--- src/rtl/record_meter_pkg.sv ---
// Shared types and sizes for the recording-screen volume meter controller.
package record_meter_pkg;

   typedef enum logic [1:0] {
      IDLE   = 2'd0,
      RECORD = 2'd1,
      HOLD   = 2'd2,
      DECAY  = 2'd3
   } state_t;

   localparam int NUM_BARS  = 16;
   localparam int LEVEL_W   = 5;
   localparam int MIC_W     = 12;
   localparam int MAX_LEVEL = 16;

   typedef logic [LEVEL_W-1:0] volume_t [NUM_BARS-1:0];

endpackage

--- src/rtl/record_meter_ctrl_peak_level_detector.sv ---
// Per-window peak magnitude tracker; presents the bar level of max(peak, current sample).
module peak_level_detector
   import record_meter_pkg::*;
#(
   parameter int MIC_MID     = 2048,
   parameter int LEVEL_SHIFT = 7
) (
   input  logic               clk,
   input  logic               reset,
   input  logic [MIC_W-1:0]   mic_sample,
   input  logic               sample_valid,
   input  logic               clear,
   output logic [LEVEL_W-1:0] level
);

   localparam logic signed [MIC_W:0] MID_S = (MIC_W+1)'(MIC_MID);

   logic [MIC_W-1:0] mag_p0;
   logic [MIC_W-1:0] max_p0;
   logic [MIC_W-1:0] peak_p1;

   // Distance from the zero-signal midpoint; 0 maps to 2048, which still fits 12 bits.
   function automatic logic [MIC_W-1:0] abs_mag(input logic [MIC_W-1:0] s);
      logic signed [MIC_W:0] diff;
      logic signed [MIC_W:0] neg;
      diff = $signed({1'b0, s}) - MID_S;
      neg  = -diff;
      return diff[MIC_W] ? neg[MIC_W-1:0] : diff[MIC_W-1:0];
   endfunction

   function automatic logic [LEVEL_W-1:0] sat_level(input logic [MIC_W-1:0] m);
      logic [MIC_W-1:0] s;
      s = m >> LEVEL_SHIFT;
      return (s > MIC_W'(MAX_LEVEL)) ? LEVEL_W'(MAX_LEVEL) : s[LEVEL_W-1:0];
   endfunction

   // Stage 0: combinational magnitude and running max
   always_comb begin
      mag_p0 = sample_valid ? abs_mag(mic_sample) : '0;
      max_p0 = (mag_p0 > peak_p1) ? mag_p0 : peak_p1;
      level  = sat_level(max_p0);
   end

   // Stage 1: registered window peak
   always_ff @(posedge clk) begin
      if (reset || clear) begin
         peak_p1 <= '0;
      end else if (sample_valid) begin
         peak_p1 <= max_p0;
      end
   end

endmodule

--- src/rtl/record_meter_ctrl.sv ---
// Recording-screen meter sequencer: windows the mic stream into bar levels and scrolls/holds/decays a 16-bar history.
module record_meter_ctrl
   import record_meter_pkg::*;
#(
   parameter int SAMPLES_PER_BAR = 2000,
   parameter int HOLD_WINDOWS    = 10,
   parameter int MIC_MID         = 2048,
   parameter int LEVEL_SHIFT     = 7
) (
   input  logic               clk,
   input  logic               reset,
   input  logic [MIC_W-1:0]   mic_sample,
   input  logic               sample_valid,
   input  logic               speak_btn,
   output logic [LEVEL_W-1:0] volume [NUM_BARS-1:0],
   output logic [1:0]         state,
   output logic               window_tick
);

   localparam int CNT_W  = (SAMPLES_PER_BAR > 1) ? $clog2(SAMPLES_PER_BAR) : 1;
   localparam int HOLD_W = (HOLD_WINDOWS > 1) ? $clog2(HOLD_WINDOWS) : 1;
   localparam logic [CNT_W-1:0]  CNT_LAST  = CNT_W'(SAMPLES_PER_BAR - 1);
   localparam logic [HOLD_W-1:0] HOLD_LAST = HOLD_W'(HOLD_WINDOWS - 1);

   state_t             fsm_state;
   state_t             fsm_next;
   logic [CNT_W-1:0]   cnt;
   logic [CNT_W-1:0]   cnt_next;
   logic [HOLD_W-1:0]  hold_cnt;
   logic [HOLD_W-1:0]  hold_next;
   volume_t            vol_q;
   volume_t            vol_next;
   logic               tick_q;
   logic               tick_next;
   logic               peak_clear;
   logic               win_done;
   logic               bars_low;
   logic [LEVEL_W-1:0] level;

   peak_level_detector #(
      .MIC_MID     (MIC_MID),
      .LEVEL_SHIFT (LEVEL_SHIFT)
   ) u_peak (
      .clk          (clk),
      .reset        (reset),
      .mic_sample   (mic_sample),
      .sample_valid (sample_valid),
      .clear        (peak_clear),
      .level        (level)
   );

   assign win_done = sample_valid && (cnt == CNT_LAST);

   // True when the next decay step empties the whole history.
   always_comb begin
      bars_low = 1'b1;
      for (int i = 0; i < NUM_BARS; i++) begin
         if (vol_q[i] > LEVEL_W'(1)) begin
            bars_low = 1'b0;
         end
      end
   end

   always_comb begin
      fsm_next   = fsm_state;
      cnt_next   = cnt;
      hold_next  = hold_cnt;
      vol_next   = vol_q;
      tick_next  = 1'b0;
      peak_clear = 1'b0;

      case (fsm_state)
         IDLE: begin
            cnt_next   = '0;
            hold_next  = '0;
            peak_clear = 1'b1;
            for (int i = 0; i < NUM_BARS; i++) begin
               vol_next[i] = '0;
            end
            if (speak_btn) begin
               fsm_next = RECORD;
            end
         end

         RECORD: begin
            // Release wins over any coincident sample; the partial window is dropped.
            if (!speak_btn) begin
               fsm_next   = HOLD;
               cnt_next   = '0;
               hold_next  = '0;
               peak_clear = 1'b1;
            end else if (sample_valid) begin
               if (win_done) begin
                  for (int i = 0; i < NUM_BARS-1; i++) begin
                     vol_next[i] = vol_q[i+1];
                  end
                  vol_next[NUM_BARS-1] = level;
                  cnt_next   = '0;
                  tick_next  = 1'b1;
                  peak_clear = 1'b1;
               end else begin
                  cnt_next = cnt + 1'b1;
               end
            end
         end

         HOLD, DECAY: begin
            // A press restarts recording from an empty history.
            if (speak_btn) begin
               fsm_next   = RECORD;
               cnt_next   = '0;
               hold_next  = '0;
               peak_clear = 1'b1;
               for (int i = 0; i < NUM_BARS; i++) begin
                  vol_next[i] = '0;
               end
            end else if (sample_valid) begin
               if (win_done) begin
                  cnt_next   = '0;
                  tick_next  = 1'b1;
                  peak_clear = 1'b1;
                  if (fsm_state == HOLD) begin
                     if (hold_cnt == HOLD_LAST) begin
                        hold_next = '0;
                        fsm_next  = DECAY;
                     end else begin
                        hold_next = hold_cnt + 1'b1;
                     end
                  end else begin
                     for (int i = 0; i < NUM_BARS; i++) begin
                        vol_next[i] = (vol_q[i] != '0) ? vol_q[i] - 1'b1 : '0;
                     end
                     if (bars_low) begin
                        fsm_next = IDLE;
                     end
                  end
               end else begin
                  cnt_next = cnt + 1'b1;
               end
            end
         end
      endcase
   end

   always_ff @(posedge clk) begin
      if (reset) begin
         fsm_state <= IDLE;
         cnt       <= '0;
         hold_cnt  <= '0;
         tick_q    <= 1'b0;
         for (int i = 0; i < NUM_BARS; i++) begin
            vol_q[i] <= '0;
         end
      end else begin
         fsm_state <= fsm_next;
         cnt       <= cnt_next;
         hold_cnt  <= hold_next;
         tick_q    <= tick_next;
         vol_q     <= vol_next;
      end
   end

   assign volume      = vol_q;
   assign state       = fsm_state;
   assign window_tick = tick_q;

endmodule

--- config.mk ---
export PLATFORM = sky130hd
export DESIGN_NAME = record_meter_ctrl
export DESIGN_NICKNAME = d
export VERILOG_FILES = /design/src/rtl/record_meter_pkg.sv /design/src/rtl/record_meter_ctrl_peak_level_detector.sv /design/src/rtl/record_meter_ctrl.sv
export SDC_FILE = /design/constraint.sdc
export NUM_CORES = 1
export LEC_CHECK = 0
export ABC_AREA = 1
export BUFFER_PORTS_ARGS = -buffer_cell sky130_fd_sc_hd__buf_2
export CORE_MARGIN = 3
export CORE_UTILIZATION = 25
export CTS_BUF_LIST = sky130_fd_sc_hd__clkbuf_8
export CTS_CLUSTER_DIAMETER = 60
export CTS_CLUSTER_SIZE = 8
export DETAILED_ROUTE_END_ITERATION = 8
export GPL_ROUTABILITY_DRIVEN = 0
export SYNTH_ARGS = -nofsm -noshare
export SYNTH_HDL_FRONTEND = slang
export SYNTH_SLANG_ARGS = --single-unit
--- constraint.sdc ---
create_clock -name clk -period 3.2 [get_ports clk]
set_clock_uncertainty 0.1 [all_clocks]
set_input_delay 0.48 -clock clk [delete_from_list [all_inputs] [get_ports clk]]
set_output_delay 0.48 -clock clk [all_outputs]
set_load 0.005 [all_outputs]
Yosys cells after proc, flatten, opt, wreduce, memory -nomap -nowiden
Index checks and enable logic that the tools add are counted.
{"block": "classes", "add_sub_neg": 20, "mul": 0, "div_mod_pow": 0, "magnitude_cmp": 18, "n_eq_ne": 16, "n_shift": 0, "mux": 73, "bitwise": 0, "reduce_logical": 24}
{"cell": "two-way mux 80 bit", "count": 7}
{"cell": "case mux 80 bit (3 select lines)", "count": 1}
{"cell": "two-way mux 5 bit", "count": 17}
{"cell": "greater-than comparator 5 x 1 -> 1 bit, second input constant", "count": 16}
{"cell": "nonzero test 5 bit", "count": 16}
{"cell": "subtractor 5 x 1 -> 5 bit, second input constant", "count": 16}
{"cell": "two-way mux 11 bit", "count": 4}
{"cell": "two-way mux 12 bit", "count": 3}
{"cell": "case mux 11 bit (3 select lines)", "count": 1}
{"cell": "two-way mux 4 bit", "count": 6}
{"cell": "two-way mux 1 bit", "count": 22}
{"cell": "two-way mux 2 bit", "count": 8}
{"cell": "subtractor 12 x 12 -> 13 bit, second input constant", "count": 1}
{"cell": "greater-than comparator 12 bit", "count": 1}
{"cell": "!= test 3 bit, second input constant", "count": 4}
{"cell": "negator 12 bit", "count": 1}
{"cell": "case mux 4 bit (3 select lines)", "count": 1}
{"cell": "AND reduction 6 bit", "count": 2}
{"cell": "adder 11 x 1 -> 11 bit, second input constant", "count": 1}
{"cell": "equality test 11 bit, second input constant", "count": 1}
{"cell": "!= test 2 bit, second input constant", "count": 5}
{"cell": "!= test 4 bit, second input constant", "count": 2}
{"cell": "case mux 2 bit (3 select lines)", "count": 1}
{"cell": "greater-than comparator 5 bit, second input constant", "count": 1}
{"cell": "other kinds (12)", "count": 13}
{"block": "totals", "regBits": 110, "latch_bits": 0, "ramBits": 0, "romBits": 0, "input_bits": 16, "out_inout_bits": 83, "elab_cells": 173, "n_memories": 0}

Logic depth before layout (Yosys ltp)
{"block": "logic_depth", "depth_word": 23, "depth_mapped": 27, "ltp_nobuf": 27}

Hierarchy
From an unflattened synthesis, not the netlist that was laid out.
{"block": "unflattened", "cells_unflattened": 1116, "area_unflattened_um2": 7357.1}
{"module": "record_meter_ctrl", "instances": 1, "cells_each": 906, "area_each_um2": 6068.3, "seq_area_each_um2": 1961.9}
{"module": "peak_level_detector", "instances": 1, "cells_each": 210, "area_each_um2": 1288.7, "seq_area_each_um2": 240.2}

Worst setup path after synthesis
OpenSTA, ideal clock, no wires.
{"block": "synth_path", "path_type": "input port to flip-flop", "from": "input mic_sample[1]", "to": "register vol_q, in the netlist volume[75]", "t_arrival_ns": 2.596, "required_ns": 2.968, "slack_ns": 0.372, "stages": 25, "n_path_buf": 0, "path_cell_list": "inv_1 > ha_1 > nand2_1 > nor2_1 > nand3_1 > nand2_1 > nand2_1 > nand3_1 > inv_1 > ha_1 > nand2_1 > inv_1 > nand2_1 > nor2_1 > nand2_1 > nand3_1 > nand2_2 > o21ai_0 > nor2_1 > nand2_1 > nand2_1 > nand2_1 > nand2_1 > nand2_1 > a21oi_1"}
{"block": "synth_via", "elab_chain_cells": 12}
{"item": "start, declared", "line_no": "record_meter_ctrl.sv:12", "source": "input logic [MIC_W-1:0] mic_sample,"}
{"item": "subtractor 12 x 12 -> 13 bit *", "line_no": "record_meter_ctrl_peak_level_detector.sv:26", "source": "diff = $signed({1'b0, s}) - MID_S;"}
{"item": "negator 12 bit", "line_no": "record_meter_ctrl_peak_level_detector.sv:27", "source": "neg = -diff;"}
{"item": "two-way mux 12 bit *", "line_no": "record_meter_ctrl_peak_level_detector.sv:28", "source": "return diff[MIC_W] ? neg[MIC_W-1:0] : diff[MIC_W-1:0];"}
{"item": "two-way mux 12 bit *", "line_no": "record_meter_ctrl_peak_level_detector.sv:39", "source": "mag_p0 = sample_valid ? abs_mag(mic_sample) : '0;"}
{"item": "greater-than comparator 12 bit", "line_no": "record_meter_ctrl_peak_level_detector.sv:40", "source": "max_p0 = (mag_p0 > peak_p1) ? mag_p0 : peak_p1;"}
{"item": "two-way mux 12 bit *", "line_no": "record_meter_ctrl_peak_level_detector.sv:40"}
{"item": "greater-than comparator 5 bit", "line_no": "record_meter_ctrl_peak_level_detector.sv:34", "source": "return (s > MIC_W'(MAX_LEVEL)) ? LEVEL_W'(MAX_LEVEL) : s[LEVEL_W-1:0];"}
{"item": "two-way mux 5 bit *", "line_no": "record_meter_ctrl_peak_level_detector.sv:34"}
{"item": "two-way mux 80 bit *", "line_no": "record_meter_ctrl.sv:93", "source": "if (win_done) begin"}
{"item": "two-way mux 80 bit *", "line_no": "record_meter_ctrl.sv:92", "source": "end else if (sample_valid) begin"}
{"item": "two-way mux 80 bit *", "line_no": "record_meter_ctrl.sv:87", "source": "if (!speak_btn) begin"}
{"item": "case mux 80 bit (3 select lines) *", "line_no": "record_meter_ctrl.sv:72", "source": "case (fsm_state)"}
{"item": "end signal, assigned", "line_no": "record_meter_ctrl.sv:159", "source": "vol_q <= vol_next;"}
{"item": "end, declared", "line_no": "record_meter_ctrl.sv:31", "source": "volume_t vol_q;"}
Every way passes the cells marked *; elsewhere a longest branch is shown, timed or not. The select of a mux whose other input is x is not followed.
A chain may end at the register's enable or synchronous reset.

Worst setup path after layout
{"block": "layout_path", "from": "input mic_sample[1]", "to": "register vol_q, in the netlist volume[77]"}
The elaborated chain is that of the path after synthesis.

==> summary.md <==
| Metric | Value |
|---|---|
| Dpl ws | -0.0350 ns |
| Cts hold-fix bufs | 0 |
| Count of cell types in the netlist | 46 |
| WHS | 0.316 ns |
| Placement row count | 61 |
| Placed cell count | 1507 |
| Post-synth EDFFs | 0 |
| Critical path origin | mic_sample[1] |
| Synth Flop Type | dfxtp_1 |
| Clk pin slew, worst setup/hold paths | 0.13 ns |
| IO buf count | 98 |
| Syn-to-layout area delta | 14.6% |
| Crit path max-delay cell type | ha_1 |
| Clock buffer depth | 2 |
| Vias in the first global route | 6548 |
| Fin crit period | 2.81 ns |
| Max Clock Freq | 0.356 GHz |
| Worst flop-to-flop path startpoint | state[1] |
| Drt first pass iters | 5 |
| Cell taking the most area after synthesis | dfxtp_1 |
| Sequential element share of the synthesized area | 0.306 |
| Worst path buffer plus inverter count | 5 |
| Detailed placement HPWL | 15100 um |
| Clock Tree Root | clkbuf_8 |
| P_leak | 0.00355 uW |
| Warnings, synthesis | 0 |
| Ratio of cells with drive above 1 in the final layout | 0.146 |
| Die width | 176 um |
| Setup ws final | 0.393 ns |
| Clk Latency, worst-skew pair | 0.41 ns |
| Fillcell total | 3141 |
| Fin. Hold Viols | 0 |
| Slew Viols, Final | 0 |
| Initial antenna violation count | 0 |
| Antenna Nets Post-Route | 0 |
| Period Utilization, post-route | 0.877 |
| Cell Area, Synth | 7190 um2 |
| Grt ovf | 0 |
| Asr flop ratio synth | 0 |
| Die Ht | 176 um |
| Syn avg cell area | 6.79 um2 |
| Htree depth | 3 |
| Fin cells | 1523 |
| Crit. path cell count | 24 |
| Starting density of the core | 0.256 |
| Hold path start | mic_sample[2] |
| #FFs+latches synth | 110 |
| CP arrival | 3.05 ns |
| 1st-iter DRT viols | 368 |
| Cell family with most CP delay | simple AND/OR/NAND/NOR gates |
| Tightest Pin Transition | 0.890 ns |
| Worst Hold Class | primary input to flip-flop |
| Worst hold path stage count | 4 |
| # diodes | 0 |
| Crit path top cell by count | nand2_1 |
| # nets final | 1210 |
| Worst vdd ir | 0.262 mV |
| First-pass GRT wire length | 33500 um |
| Synth Instances | 1059 |
| TritonCTS clock tree | built |
| Total CTS buffers | 9 |
| Endpoints failing setup | 0 |
| Max transition margin | 0.407 |
| Reg2reg path depth | 9 |
| Yosys top cell area share | 0.306 |
| Area contributors post-synth | dfxtp_1, nand2_1, ha_1 |
| Syn nets | 1129 |
| Worst Path Required | 3.44 ns |
| Num Clock Sinks | 110 |
| WL per Instance | 13.3 um |
| Outcome | finished, final reports clean |
| Vias per inst | 4.58 |
| CP peak stage delay | 0.26 ns |
| Overall Global Routing Usage | 0.132 |
| Final WL | 20300 um |
| DRC viols | 0 |
| IO Count | 99 |
| PwrDens | 392 nW/um2 |
| Max-cap violations | 0 |
| Commonest non-fill, non-tap cell in the layout | nand2_1 |
| Die area | 30800 um2 |
| CP Capture Type | flip-flop |
| Startpoint types | primary input |
| Worst-path maximum fanout | 10 |
| Commonest cells after routing, fill and taps aside | nand2_1, inv_1, dfxtp_1 |
| Pin count of the biggest net entering global routing | 83 |
| Critical path cell sequence | buf_2 > inv_1 > ha_1 > nand2_1 > nor2_1 > nand3_1 > nand2_1 > nand2_1 > nand3_1 > inv_1 > ha_1 > nand2_1 > inv_1 > nand2_1 > nor2_1 > nand2_1 > nand3_1 > nand2_4 > o21ai_0 > buf_4 > nand3_1 > o21ai_0 > nand2_1 > a21oi_1 |
| Core area | 28100 um2 |
| Crit Path Class | primary input to flip-flop |
| Vias | 6968 |
[worst min-delay path, delay by kind of cell]
| family | cells | cell delay [ns] |
|---|---|---|
| AO/OA/AOI/OAI | 2 | 0.15 |
| buffers and inverters | 1 | 0.09 |
| AND/OR/NAND/NOR | 1 | 0.07 |
[repair_timing]
action | 4_1_cts | 5_1_grt
endpoints found under the hold margin | 0 | 0
gates resized for setup | 0 | 2
setup endpoints to repair | 0 | 2
buffers inserted | 0 | 0
[cells in the mapped netlist (10+ instances only)]
| cell type | number |
|---|---|
| a21oi_1 | 103 |
| nor3_1 | 17 |
| nand2_1 | 255 |
| o22ai_1 | 57 |
| nand3_1 | 39 |
| clkbuf_1 | 20 |
| a21oi_2 | 10 |
| nand2_2 | 13 |
| xor2_1 | 18 |
| xnor2_1 | 17 |
| ha_1 | 54 |
| inv_1 | 143 |
| o21ai_0 | 58 |
| dfxtp_1 | 110 |
| nor2_1 | 74 |
[sequential cells by signal, indices dropped and copies added, names as in the netlist]
signal,cells
state,2
window_tick,1
volume,80
u_peak.peak_p1,12
cnt,11
hold_cnt,4
[kinds of logic after synthesis]
| group | share of synthesized area |
|---|---|
| AO/OA/AOI/OAI | 0.193 |
| XOR/XNOR | 0.0427 |
| adder cells (fa/ha/maj) | 0.0940 |
| buffers and inverters | 0.113 |
| flip-flops | 0.306 |
| AND/OR/NAND/NOR | 0.251 |
[routing by layer]
metal,vias to the layer above,track usage,share of wire,wire length (um)
li1,3611,-,-,-
met1,3189,0.173,0.48,9710
met2,136,0.208,0.44,8870
met3,32,0.0303,0.058,1170
met4,0,0.0548,0.028,573
met5,-,0,0,0
[cell type report]
cell class / instances / area (um2) / share of cell area
clock buffer: 9 / 124 / 0.0150
clock inverter: 7 / 95.1 / 0.0115
inverter: 149 / 562 / 0.0682
tap: 378 / 473 / 0.0574
sequential: 110 / 2200 / 0.267
multi-input combinational: 759 / 4180 / 0.508
timing repair buffer: 111 / 601 / 0.0729
[report_power, final]
group / internal, uW / switching, uW / leakage, uW / total (uW)
Clock: 446 / 529 / 0.000116 / 975
Combinational: 218 / 600 / 0.00254 / 818
Sequential: 1400 / 35.3 / 0.000887 / 1430
Total: 2060 / 1160 / 0.00355 / 3230
[through the flow]
stage	total power, uW	utilization	setup TNS (ns)	instance area (um2)
after floorplan	2120	-	0	7190
after global placement	2280	0.285	0	8010
after detailed placement	2290	0.285	-0.145	8010
after CTS	3280	0.293	0	8230
after global routing	3420	0.293	-0.0197	8240
final	3230	0.293	0	8240
[final timing paths]
kind	end	slack, ns
max reg2reg	u_peak.peak_p1[8]	0.72
max	volume[77]	0.39
min	u_peak.peak_p1[2]	0.32
min reg2reg	u_peak.peak_p1[3]	0.37
(Power assumes the default switching activity.)
